`src/rtl/seq_divider_if.sv`:
```
// Start/done handshake bundle between the controlling sequencer and seq_divider.
// start is taken only while busy=0; done pulses one cycle and results hold until the next accepted start.
interface seq_divider_if #(
  parameter int W = 4
);
  logic         start;
  logic [W-1:0] dividend;
  logic [W-1:0] divisor;
  logic         busy;
  logic         done;
  logic [W-1:0] quotient;
  logic [W-1:0] remainder;
  logic         div_by_zero;

  modport master (
    output start, dividend, divisor,
    input  busy, done, quotient, remainder, div_by_zero
  );

  modport slave (
    input  start, dividend, divisor,
    output busy, done, quotient, remainder, div_by_zero
  );
endinterface

```
`src/rtl/seq_divider.sv`:
```
// Multi-cycle unsigned restoring divider, one quotient bit per clock.
// Divide-by-zero spends one RUN cycle so its done arrives one edge after the accepting edge.
module seq_divider #(
  parameter int W = 4
) (
  input  logic              clk,
  input  logic              rst_n,
  seq_divider_if.slave      bus,
  output logic [1:0]        o_dbg_state
);

  localparam int CW = $clog2(W + 1);
  localparam logic [CW-1:0] LAST = CW'(W - 1);

  typedef enum logic [1:0] {
    S_IDLE = 2'd0,
    S_RUN  = 2'd1,
    S_DONE = 2'd2
  } state_t;

  state_t        r_state;
  state_t        w_next;
  logic [W-1:0]  r_d;
  logic [W-1:0]  r_q;
  logic [W-1:0]  r_rem;
  logic [CW-1:0] r_cnt;
  logic          r_zero;
  logic [W-1:0]  r_quot;
  logic [W-1:0]  r_remd;
  logic          r_dbz;

  logic [W:0]    w_shift_r;
  logic [W:0]    w_trial;
  logic          w_ge;
  logic [W-1:0]  w_q_next;
  logic [W-1:0]  w_r_next;

  // Shifted R is below 2*D, so the W+1 bit trial never wraps: its top bit is the borrow.
  always_comb begin
    w_shift_r = {r_rem, r_q[W-1]};
    w_trial   = w_shift_r + ~{1'b0, r_d} + {{W{1'b0}}, 1'b1};
    w_ge      = ~w_trial[W];
    w_q_next  = {r_q[W-2:0], w_ge};
    w_r_next  = w_ge ? w_trial[W-1:0] : w_shift_r[W-1:0];
  end

  always_comb begin
    w_next = r_state;
    case (r_state)
      S_IDLE:  if (bus.start) w_next = S_RUN;
      S_RUN:   if (r_zero || (r_cnt == LAST)) w_next = S_DONE;
      S_DONE:  w_next = S_IDLE;
      default: w_next = S_IDLE;
    endcase
  end

  always_ff @(posedge clk or negedge rst_n) begin
    if (!rst_n) r_state <= S_IDLE;
    else        r_state <= w_next;
  end

  always_ff @(posedge clk or negedge rst_n) begin
    if (!rst_n) begin
      r_d    <= '0;
      r_q    <= '0;
      r_rem  <= '0;
      r_cnt  <= '0;
      r_zero <= 1'b0;
      r_quot <= '0;
      r_remd <= '0;
      r_dbz  <= 1'b0;
    end else begin
      case (r_state)
        S_IDLE: begin
          if (bus.start) begin
            r_d    <= bus.divisor;
            r_q    <= bus.dividend;
            r_rem  <= '0;
            r_cnt  <= '0;
            r_zero <= (bus.divisor == '0);
            r_dbz  <= 1'b0;
          end
        end
        S_RUN: begin
          if (r_zero) begin
            r_quot <= '1;
            r_remd <= r_q;
            r_dbz  <= 1'b1;
          end else begin
            r_q   <= w_q_next;
            r_rem <= w_r_next;
            r_cnt <= r_cnt + CW'(1);
            if (r_cnt == LAST) begin
              r_quot <= w_q_next;
              r_remd <= w_r_next;
            end
          end
        end
        default: ;
      endcase
    end
  end

  assign bus.busy        = (r_state != S_IDLE);
  assign bus.done        = (r_state == S_DONE);
  assign bus.quotient    = r_quot;
  assign bus.remainder   = r_remd;
  assign bus.div_by_zero = r_dbz;
  assign o_dbg_state     = r_state;

endmodule
```
`src/flat_wrapper.sv`:
```
// flat-port wrapper written by rule: the top's interface ports become plain ports
module seq_divider_flat 
#(
  parameter int W = 4
)
  (clk, rst_n, o_dbg_state, bus_start, bus_dividend, bus_divisor, bus_busy, bus_done, bus_quotient, bus_remainder, bus_div_by_zero);
  seq_divider_if #(.W(W)) bus_i ();
  input  logic clk;
  input  logic rst_n;
  output logic [1:0] o_dbg_state;
  input wire logic [$bits(bus_i.start)-1:0] bus_start;
  input wire logic [$bits(bus_i.dividend)-1:0] bus_dividend;
  input wire logic [$bits(bus_i.divisor)-1:0] bus_divisor;
  output wire logic [$bits(bus_i.busy)-1:0] bus_busy;
  output wire logic [$bits(bus_i.done)-1:0] bus_done;
  output wire logic [$bits(bus_i.quotient)-1:0] bus_quotient;
  output wire logic [$bits(bus_i.remainder)-1:0] bus_remainder;
  output wire logic [$bits(bus_i.div_by_zero)-1:0] bus_div_by_zero;
  assign bus_i.start = bus_start;
  assign bus_i.dividend = bus_dividend;
  assign bus_i.divisor = bus_divisor;
  assign bus_busy = bus_i.busy;
  assign bus_done = bus_i.done;
  assign bus_quotient = bus_i.quotient;
  assign bus_remainder = bus_i.remainder;
  assign bus_div_by_zero = bus_i.div_by_zero;
  seq_divider #(.W(W)) u_core (.clk(clk), .rst_n(rst_n), .bus(bus_i), .o_dbg_state(o_dbg_state));
endmodule
```
`config.mk`:
```
export PLATFORM = sky130hd
export DESIGN_NAME = seq_divider_flat
export DESIGN_NICKNAME = d
export VERILOG_FILES = /design/src/rtl/seq_divider_if.sv /design/src/rtl/seq_divider.sv /design/src/flat_wrapper.sv
export SDC_FILE = /design/constraint.sdc
export NUM_CORES = 1
export LEC_CHECK = 0
export BUFFER_PORTS_ARGS = -buffer_cell sky130_fd_sc_hd__buf_2
export CORE_MARGIN = 1.5
export CORE_UTILIZATION = 30
export DETAILED_ROUTE_END_ITERATION = 16
export PLACE_DENSITY = 0.5
export SLEW_MARGIN = 20
export SYNTH_ARGS = -nofsm -noshare
export SYNTH_HDL_FRONTEND = slang
export SYNTH_SLANG_ARGS = --single-unit
```
`constraint.sdc`:
```
create_clock -name clk -period 5.5 [get_ports clk]
set_clock_uncertainty 0.15 [all_clocks]
set_input_delay 1.1 -clock clk [delete_from_list [all_inputs] [get_ports clk]]
set_output_delay 1.1 -clock clk [all_outputs]
set_load 0.005 [all_outputs]
```
Yosys cells after proc, flatten, opt, wreduce, memory -nomap -nowiden
Index checks and enable logic that the tools add are counted.
{"block": "totals", "mem_bits_ro": 0, "out_inout_bits": 13, "reg_bits": 27, "memories": 0, "latch_bits": 0, "mem_bits_rw": 0}
{"block": "op_classes", "n_mul": 0, "div_mod_pow": 0, "n_eq_ne": 7, "reduce_logical": 11, "order_cmp": 0, "muxes": 20, "addsub": 3, "n_shift": 0, "bitwise_logic": 2}
{"operator": "4-bit two-way mux", "n": 9}
{"operator": "4-bit one-hot mux with 2 select lines", "n": 2}
{"operator": "3-bit two-way mux", "n": 2}
{"operator": "3-bit one-hot mux with 2 select lines", "n": 1}
{"operator": "2-bit AND reduction", "n": 3}
{"operator": "3-bit AND reduction", "n": 2}
{"operator": "2-bit nonzero test", "n": 3}
{"operator": "5-bit by 1-bit adder with 5-bit output (second input constant)", "n": 1}
{"operator": "5-bit adder", "n": 1}
{"operator": "4-bit inverter with 5-bit output", "n": 1}
{"operator": "4-bit logical NOT", "n": 1}
{"operator": "2-bit two-way mux", "n": 2}
{"operator": "2-bit by 1-bit inequality test with 1-bit output (second input constant)", "n": 2}
{"operator": "2-bit inequality test (second input constant)", "n": 2}
{"operator": "2-bit one-hot mux with 2 select lines", "n": 1}
{"operator": "3-bit by 1-bit adder with 3-bit output (second input constant)", "n": 1}
{"operator": "3-bit by 2-bit equality test with 1-bit output (second input constant)", "n": 1}
{"operator": "2-bit by 1-bit equality test with 1-bit output (second input constant)", "n": 1}
{"operator": "2-bit equality test (second input constant)", "n": 1}
{"operator": "2-bit logical NOT", "n": 1}
{"operator": "1-bit two-way mux", "n": 2}
{"operator": "1-bit one-hot mux with 2 select lines", "n": 1}
{"operator": "1-bit logical OR", "n": 1}
{"operator": "1-bit inverter", "n": 1}

Longest topological paths before layout
Gate-level depths: netlist of run 1.
{"block": "logic_depth", "ltp_word": 6, "depth_mapped": 8}

Least setup slack after synthesis of run 1
Ideal clock, no wire load.
{"block": "synth_path", "kind": "reg2reg", "start": "register u_core.r_q[3]", "end": "register u_core.r_rem[1]", "path_slack_ns": 3.219, "arrival_time_ns": 2.055, "required_time_ns": 5.274, "n_path_buf": 0, "synth_period_minus_slack_ns": 2.281, "path_stages_with_launch": 9, "cell_sequence": "dfrtp_1 > inv_1 > ha_1 > fa_1 > nand2b_1 > a21oi_2 > xor2_2 > mux2_2 > o21ai_1"}
{"block": "synth_between", "elab_chain_len": 5}
{"item": "from (decl)", "line": "seq_divider.sv:24", "text": "logic [W-1:0] r_q;"}
{"item": "from (signal assigned)", "line": "seq_divider.sv:77", "text": "r_q <= bus.dividend;"}
{"item": "from (signal assigned)", "line": "seq_divider.sv:90", "text": "r_q <= w_q_next;"}
{"item": "5-bit adder", "line": "seq_divider.sv:41", "text": "w_trial = w_shift_r + ~{1'b0, r_d} + {{W{1'b0}}, 1'b1};"}
{"item": "5-bit by 1-bit adder with 5-bit output", "line": "seq_divider.sv:41"}
{"item": "4-bit two-way mux", "line": "seq_divider.sv:44", "text": "w_r_next = w_ge ? w_trial[W-1:0] : w_shift_r[W-1:0];"}
{"item": "4-bit two-way mux", "line": "seq_divider.sv:85", "text": "if (r_zero) begin"}
{"item": "4-bit one-hot mux with 2 select lines", "line": "seq_divider.sv:73", "text": "case (r_state)"}
{"item": "to (signal assigned)", "line": "seq_divider.sv:91", "text": "r_rem <= w_r_next;"}
{"item": "to (decl)", "line": "seq_divider.sv:25", "text": "logic [W-1:0] r_rem;"}
No other way between the ends. The select of a mux whose other input is x is not followed.
A chain may end at the register's enable or synchronous reset.

Final worst setup path of run 1
{"block": "layout_path", "start": "register u_core.r_q[3]", "end": "register u_core.r_remd[0] (netlist: u_core.bus.remainder[0])"}
{"block": "layout_between", "elab_chain_len": 5}
{"item": "5-bit adder", "line": "seq_divider.sv:41"}
{"item": "5-bit by 1-bit adder with 5-bit output", "line": "seq_divider.sv:41"}
{"item": "4-bit two-way mux *", "line": "seq_divider.sv:44"}
{"item": "4-bit two-way mux *", "line": "seq_divider.sv:93", "text": "if (r_cnt == LAST) begin"}
{"item": "4-bit two-way mux *", "line": "seq_divider.sv:85"}
{"item": "to (signal assigned)", "line": "seq_divider.sv:87", "text": "r_remd <= r_q;"}
{"item": "to (signal assigned)", "line": "seq_divider.sv:95", "text": "r_remd <= w_r_next;"}
{"item": "to (decl)", "line": "seq_divider.sv:29", "text": "logic [W-1:0] r_remd;"}
Mark *: on every way between the ends. The rest lies on a longest branch, timed or not. The select of a mux whose other input is x is not followed.

==> summary by stage, run 1 <==
Status
The run finished with clean final reports.

Power
The switching fraction of total power is 42.9%. In this run, the clock network consumes 11.4% of the power. The internal power of the cells totals 590 uW.

The highest ir drop seen on vdd is 0.201 mV. The total power divided by cell area is 675 nW/um^2. The part of the power in combinational logic is 53.3%. In this run the power spent charging and discharging nets is 444 uW.

The leakage power of the design is 0.000736 uW. The proportion of power drawn by flip-flops and latches is 35.2%.

Global routing
The global-route usage over all layers is 13.4%. The number of global-route vias before repair came to 1049. The first-pass GRT wire length is 5050 um. The remaining global-route overflow is 0.

The pin count of the biggest net entering global routing is 28. The number of antenna violations at the first check in global routing is 0.

Layout
The number of antenna diodes in the final layout is 0. Of the cells placed in the final design, the portion with a size suffix greater than 1 is 23.7%. After the last flow step, the layout net total stands at 171.

The area of combinational cells with multiple inputs is 599 um^2. The area occupied by registers is 676 um^2. The filler cells instantiated in the layout total 444. The layout overhead on the synthesized area is 15.3%.

CTS
CTS placed an instance of sky130_fd_sc_hd__clkbuf_8 at the clock tree root. The clock tree from TritonCTS is built. After clock tree synthesis, the repair step resized 0 gates. The tree built by TritonCTS fans out to 27 sinks. In this run the number of H-tree levels came out at 1. In this run the post-CTS setup repair buffer count came out at 0. The clock latency of the later-clocked register in the worst-skew pair is 0.28 ns. The TritonCTS buffer count is 3. The longest clock path from root to sink contains 2 buffers. After clock tree synthesis, the clock-pin slew on the worst setup and hold paths is 0.10 ns.

Hold repair after CTS inserted 0 buffers.

Route
Once detail routing completed, the nets flagged for antenna violations numbered 0. The post-detailed-route DRC marker count is 0. Summing over every cut layer, the via total after detailed routing is 988. The iteration-0 DRC count of the detailed router is 36. In the final routed layout, each cell accounts on average for 14.5 um.

Wires add up to 2960 um. After detailed routing, the number of vias per cell comes to 4.84. The pre-antenna-repair detailed-routing pass consisted of 4 iterations.

STA
For the final routed database, the setup TNS stands at 0 ns. Subtracting the final worst setup slack from the clock period gives 2.49 ns. The worst hold slack is 0.318 ns.

Timing would allow up to 0.402 GHz. The final number of setup-violating endpoints is 0. The max-slew violation count came to 0. The tightest slew margin relative to the limit is 56.4%. At the pin with the least slew margin, the transition time is 0.648 ns. Dividing the final minimum period by the clock period gives 45.3%. Setup repair after global routing left no endpoint under its margin. The number of hold-slack violations in the final timing report is 0.

Place
Buffers placed on the I/O ports in this run total 23. The congestion estimate from routability-driven global placement came to 0.784. The placed wire-length estimate after detailed placement is 2180 um.

Logic synthesis
The fraction of the mapped netlist area in compound gates is 15.7%. The post-synthesis sequential area ratio is 50.8%. sky130_fd_sc_hd__dfrtp_1 takes more of the synthesized area than any other cell.

After Yosys synthesis, full adders, half adders and majority gates account for 7.16% of the synthesized area. After Yosys synthesis, and, or, nand and nor cells account for 11.8% of the synthesized area. Dividing the synthesized area by the synthesized cell count gives 10.2 um^2. Counting every instance in the synthesized netlist gives 130. The fraction of synthesized cell area in xor and xnor cells is 2.54%.

The count of warnings emitted by yosys is 0. Counting distinct cell types in the post-synthesis netlist gives 28. In the post-synthesis netlist, the biggest area contributors are sky130_fd_sc_hd__dfrtp_1 51%, sky130_fd_sc_hd__nand2_1 6.2%, sky130_fd_sc_hd__ha_1 5.6%.

The post-synth net total is 148. Summing every instance area after synthesis gives 1330 um^2. The portion of synthesized cell area occupied by the leading cell type is 50.8%. The multiplexer fraction of the synthesized cell area is 7.91%. By area, the combinational part of the netlist is dominated by compound AO/OA/AOI/OAI gates. The flip-flop and latch count after synthesis is 27.

Floorplanning
Row generation in the floorplan step produced 24 rows. The top-level port count is 24. The core box area is 4290 um^2. The starting density of the core is 30.9%. The die area is 4840 um^2. In this run the horizontal extent of the chip is 69.6 um. The vertical extent of the die is 69.6 um.

Critical path
Walking the worst path, the cells encountered are inv_1 > ha_1 > fa_1 > nand2b_1 > a21oi_2 > xor2_2 > mux2_2 > o21ai_1. The category of the most critical setup path is reg2reg. STA classifies the critical path endpoint as a flip-flop. For this run, the slowest stage of the critical path takes 0.40 ns. The endpoint arrival time on the critical path is 2.55 ns. The worst endpoint required time is 5.56 ns. The slowest stage cell on the critical path is sky130_fd_sc_hd__fa_1.

STA classifies the critical path startpoint as a flip-flop. The worst register-to-register path has a depth of 8. Of all nets on the critical path, the largest fanout is 6.

Min path
Along the worst hold path, the cell count comes to 2. In this run the worst hold path is classified as reg2reg.

Run
Max-cap violations in this run came to 0.
cells in the final DEF, fill, tap and decap left out, drive strengths merged, types with 3 or more instances in the layout:
master  instances
buf            23
a21oi           7
dfrtp          27
ha              6
mux2i           6
nand2          22
inv             8
clkbuf          3
mux2            4
o21ai          17
o22ai           5
nand2b          4
a32oi           3
nor2            5
metal layers:
metal  vias up  part of all wire [%]  GRT usage [%]
met5         -                     0              0
met4         0                   3.8           9.37
met3         9                   4.3           2.62
met2        25                    45           20.7
met1       461                    47           16.9
li1        493                     -              -
kinds of logic after synthesis:
group / after synthesis
adders and majority gates: 7
DFF: 27
muxes: 10
buffers and inverters: 13
xor gates and xnor gates: 3
AOI/OAI and AO/OA: 35
and+or+nand+nor: 35
flip-flops by register name, indices dropped and copies added (netlist names):
name and flops:
u_core.bus.remainder 4, u_core.r_d 4, u_core.r_rem 4, u_core.r_q 4, u_core.r_zero 1, u_core.o_dbg_state 2, u_core.bus.quotient 4, u_core.bus.div_by_zero 1
u_core.r_cnt 3
synth_stat cells, drive strengths merged:
cell type  instances
a21oi              7
o22a               2
a32oi              3
clkbuf             4
o21ai             17
mux2i              6
o22ai              5
nand2b             4
or2                1
nand2             22
mux2               4
xor2               2
and2b              2
fa                 1
inv                8
ha                 6
dfrtp             27
nor2               5
a22o               1
nor4               1
xnor2              1
buf                1
worst max-delay path: cells and delay by family (launching register included):
kind | cells | cell delay (ns)
adders and majority gates | 2 | 0.62
muxes | 1 | 0.40
DFF | 1 | 0.38
xor gates and xnor gates | 1 | 0.34
AOI/OAI and AO/OA | 2 | 0.29
and+or+nand+nor | 1 | 0.18
buffers and inverters | 1 | 0.06
path summary, 6_finish.rpt:
| path | start | endpoint | slack, ns |
|---|---|---|---|
| hold / removal | u_core.bus.quotient[1] | u_core.bus.quotient[1] | 0.32 |
| setup reg to reg | u_core.r_q[3] | u_core.bus.remainder[0] | 3.01 |
| setup / recovery | u_core.r_q[3] | u_core.bus.remainder[0] | 3.01 |
| min in group asynchronous | rst_n | u_core.r_q[2] | 0.66 |
| max in group asynchronous | rst_n | u_core.o_dbg_state[0] | 4.14 |
| hold reg to reg | u_core.bus.quotient[1] | u_core.bus.quotient[1] | 0.32 |
power by group through the flow:
stage          clock (uW)  sequential (uW)  combinational (uW)
5_1_grt               128              378                 632
2_1_floorplan           0              347                 423
3_3_place_gp            0              367                 541
3_5_place_dp            0              370                 559
4_1_cts               120              364                 563
6_report              118              364                 551
cell type report:
cell class              instances  share of cell area, %
clock buffers                   3                   2.70
clock inverters                 1                  0.327
inverters                       8                   1.96
multi-input cells              90                   39.1
flip-flops and latches         27                   44.1
well taps                      52                   4.25
repair buffers                 23                   7.52
metrics by stage:
step	util, %	instance area [um^2]	power [uW]	worst slack [ns]	std cells
2_1_floorplan	-	1330	771	3.22	130
3_3_place_gp	34.6	1490	907	3.12	200
3_5_place_dp	34.6	1490	929	3.03	200
4_1_cts	35.7	1530	1050	3.01	204
5_1_grt	35.7	1530	1140	2.83	204
6_report	35.7	1530	1030	3.01	204
No activity file was read; power rests on OpenSTA's default activity.
==> run 2, diff against run 1 <==
--- a/config.mk
+++ b/config.mk
@@ -9,7 +9,7 @@
 export CORE_MARGIN = 1.5
 export CORE_UTILIZATION = 30
 export DETAILED_ROUTE_END_ITERATION = 16
-export PLACE_DENSITY = 0.5
+export PLACE_DENSITY = 0.52
 export SLEW_MARGIN = 20
 export SYNTH_ARGS = -nofsm -noshare
 export SYNTH_HDL_FRONTEND = slang
==> constraint.sdc (replaced) <==
create_clock -name clk -period 2 [get_ports clk]
set_clock_uncertainty 0.15 [all_clocks]
set_input_delay 0.4 -clock clk [delete_from_list [all_inputs] [get_ports clk]]
set_output_delay 0.4 -clock clk [all_outputs]
set_load 0.005 [all_outputs]
==> summary by stage, run 2 (synthesis gave the netlist of run 1 again) <==
Critical path
The cell type group with the largest total delay on the critical path is adder cells. The critical path's largest stage delay is 0.41 ns. The type of element capturing the critical path is a flip-flop. The slowest stage cell on the critical path is sky130_fd_sc_hd__dfrtp_1. The kind of start point of the critical path is a flip-flop. Data on the critical path is required at its endpoint by 2.04 ns. Data on the critical path arrives at its endpoint at 2.23 ns. The worst setup path is of the reg2reg kind.

In this run the worst path has a maximum fanout of 5. Together, buffers and inverters on the worst path number 0. The signal on the critical path passes through ha_4 > fa_2 > nand2b_4 > a21oi_4 > xor2_4 > mux2_4 > o22ai_2.

Place
The count of buffers added on input and output ports is 23. After detailed placement, the total cell area comes to 1610 um^2. Routability-driven placement finished with a final weighted congestion of 0.790. The placed wire-length estimate after detailed placement is 2230 um.

STA
Hold timing on the final database bottoms out at a slack of -0.0164 ns. Setup violations remaining at the end of the flow were counted as 10. Setup repair after global routing could not meet its margin everywhere. The highest clock frequency the design can meet is 0.457 GHz.

The minimum clock period is 2.19 ns. At the pin with the least slew margin, the transition time is 0.613 ns. The final critical path takes up 109% of the cycle.

The number of hold-slack violations in the final timing report came to 27. The slack of the critical path is -0.189 ns. The tightest slew margin relative to the limit is 59.2%.

The max-slew violation count is 0.

Global routing
The remaining global-route overflow is 0. The pin count of the biggest net entering global routing is 28. The number of antenna violations at the first check in global routing is 0.

The first global-routing pass estimated 5130 um of wire. The global-route usage over all layers is 13.6%. The number of global-route vias before repair is 1079.

Floorplanning
The vertical extent of the die is 69.6 um. During I/O placement, the number of pins put on the boundary was 24. The die covers 4840 um^2.

The region available for standard cell placement spans 4290 um^2. The number of placement rows is 24. From left edge to right edge, the die measures 69.6 um.

The starting density of the core is 30.9%.

Route
The post-detailed-route DRC marker count is 0. The iteration-0 DRC count of the detailed router is 51. Routed signal wires occupy layers up through met4.

The met3 wirelength from detailed routing is 108 um. The amount of wire on met2 after detailed routing is 1490 um. The number of vias in the routed layout is 1041. In the final routed layout, each cell accounts on average for 13.9 um. The detailed-route vias per instance is 4.82.

The first detailed-routing pass took 4 iterations. The detailed router put a total of 1320 um of wire on met1. The final wirelength is 3000 um.

The final antenna-violating net count is 0.

Power
The clock network fraction of total power is 9.0%. The analysis attributes to net switching a power of 1380 uW. The analysis attributes to cell leakage a power of 0.000812 uW. Of the total power, registers draw 29.7%. In this run switching power makes up 40.8% of total power. Internal power comes to 2000 uW. In this run, the combinational gates consume 61.3% of the power. VDD sags by at most 0.562 mV. For this design the ratio of total power to cell area is 2000 nW/um^2.

Min path
In this run the worst hold path is classified as in2async.

CTS
After clock tree synthesis, the clock-pin slew on the worst setup and hold paths is 0.09 ns. The clock tree from TritonCTS is built. The clock latency of the later-clocked register in the worst-skew pair is 0.27 ns. The tree built by TritonCTS fans out to 27 sinks. The buffer cell driving the clock tree root is sky130_fd_sc_hd__clkbuf_8. The CTS H-tree depth is 1.

Clock tree synthesis inserted a total of 3 buffers. The clock passes through at most 2 buffers. In this run, post-CTS hold repair placed 0 buffers.

Layout
The total of fill cells in the finished design is 427. The layout overhead on the synthesized area is 27.2%. The layout cell share with drive strength beyond 1 is 33.5%. After the last flow step, the layout net total stands at 183. Leaving out fill and tap cells, the most frequent cells in the layout are 27 x sky130_fd_sc_hd__dfrtp_1, 23 x sky130_fd_sc_hd__buf_2, 22 x sky130_fd_sc_hd__nand2_1. After routing the design area is 1690 um^2.

Once layout is complete, the utilization of the core stands at 39.4%. Leaving out fill and tap cells, the most frequent cell in the layout is sky130_fd_sc_hd__dfrtp_1. The number of antenna diodes in the final layout is 0.

Status
The final reports fail on hold timing, setup timing. The flow ran to the end, but the final reports show violations.

Run
The tool flagged a number of max-cap violations equal to 0.
run 2: per-stage QoR:
step	power, uW	setup WS (ns)	cells	TNS (ns)
2_1_floorplan	2290	-0.175	130	-1.18
5_1_grt	3660	-0.289	216	-2.57
4_1_cts	3360	-0.186	216	-1.56
3_5_place_dp	2930	-0.255	211	-2.00
6_report	3380	-0.189	216	-1.48
3_3_place_gp	2860	-0.190	211	-1.46
run 2: per-layer routing:
metal / global-route usage, % / up-vias
li1: - / 521
met1: 17.4 / 492
met2: 22.0 / 20
met3: 2.33 / 8
met4: 6.97 / 0
met5: 0 / -
run 2: final timing paths:
check	start	to	slack, ns	depth (start not counted)
setup / recovery	u_core.r_d[0]	u_core.r_rem[0]	-0.19	7
min in group clk	bus_divisor[1]	u_core.r_d[1]	0.20	3
hold / removal	rst_n	u_core.bus.quotient[2]	-0.02	1
setup reg to reg	u_core.r_d[0]	u_core.r_rem[0]	-0.19	7
hold reg to reg	u_core.bus.quotient[1]	u_core.bus.quotient[1]	0.32	2
max in group asynchronous	rst_n	u_core.bus.remainder[1]	1.32	1
run 2: power groups by stage:
stage	Combinational, uW	Clock, uW	Sequential [uW]
final	2070	305	1000
after global routing	2260	346	1050
after CTS	2030	319	1000
after detailed placement	1920	0	1000
after global placement	1860	0	1000
after floorplan	1330	0	960
run 2: final cells by class:
class | instances | area, um^2 | area share [%]
flip-flops and latches | 27 | 676 | 40.0
multi-input cells | 90 | 666 | 39.4
clock buffers | 4 | 45.0 | 2.66
repair buffers | 35 | 209 | 12.4
well taps | 52 | 65.1 | 3.85
inverters | 8 | 30.0 | 1.78
run 2: timing repair:
item | CTS | global route
pin swaps | 6 | 2
endpoints found under the setup margin | 10 | 10
setup buffers | 1 | 0
gates resized for setup | 6 | 2
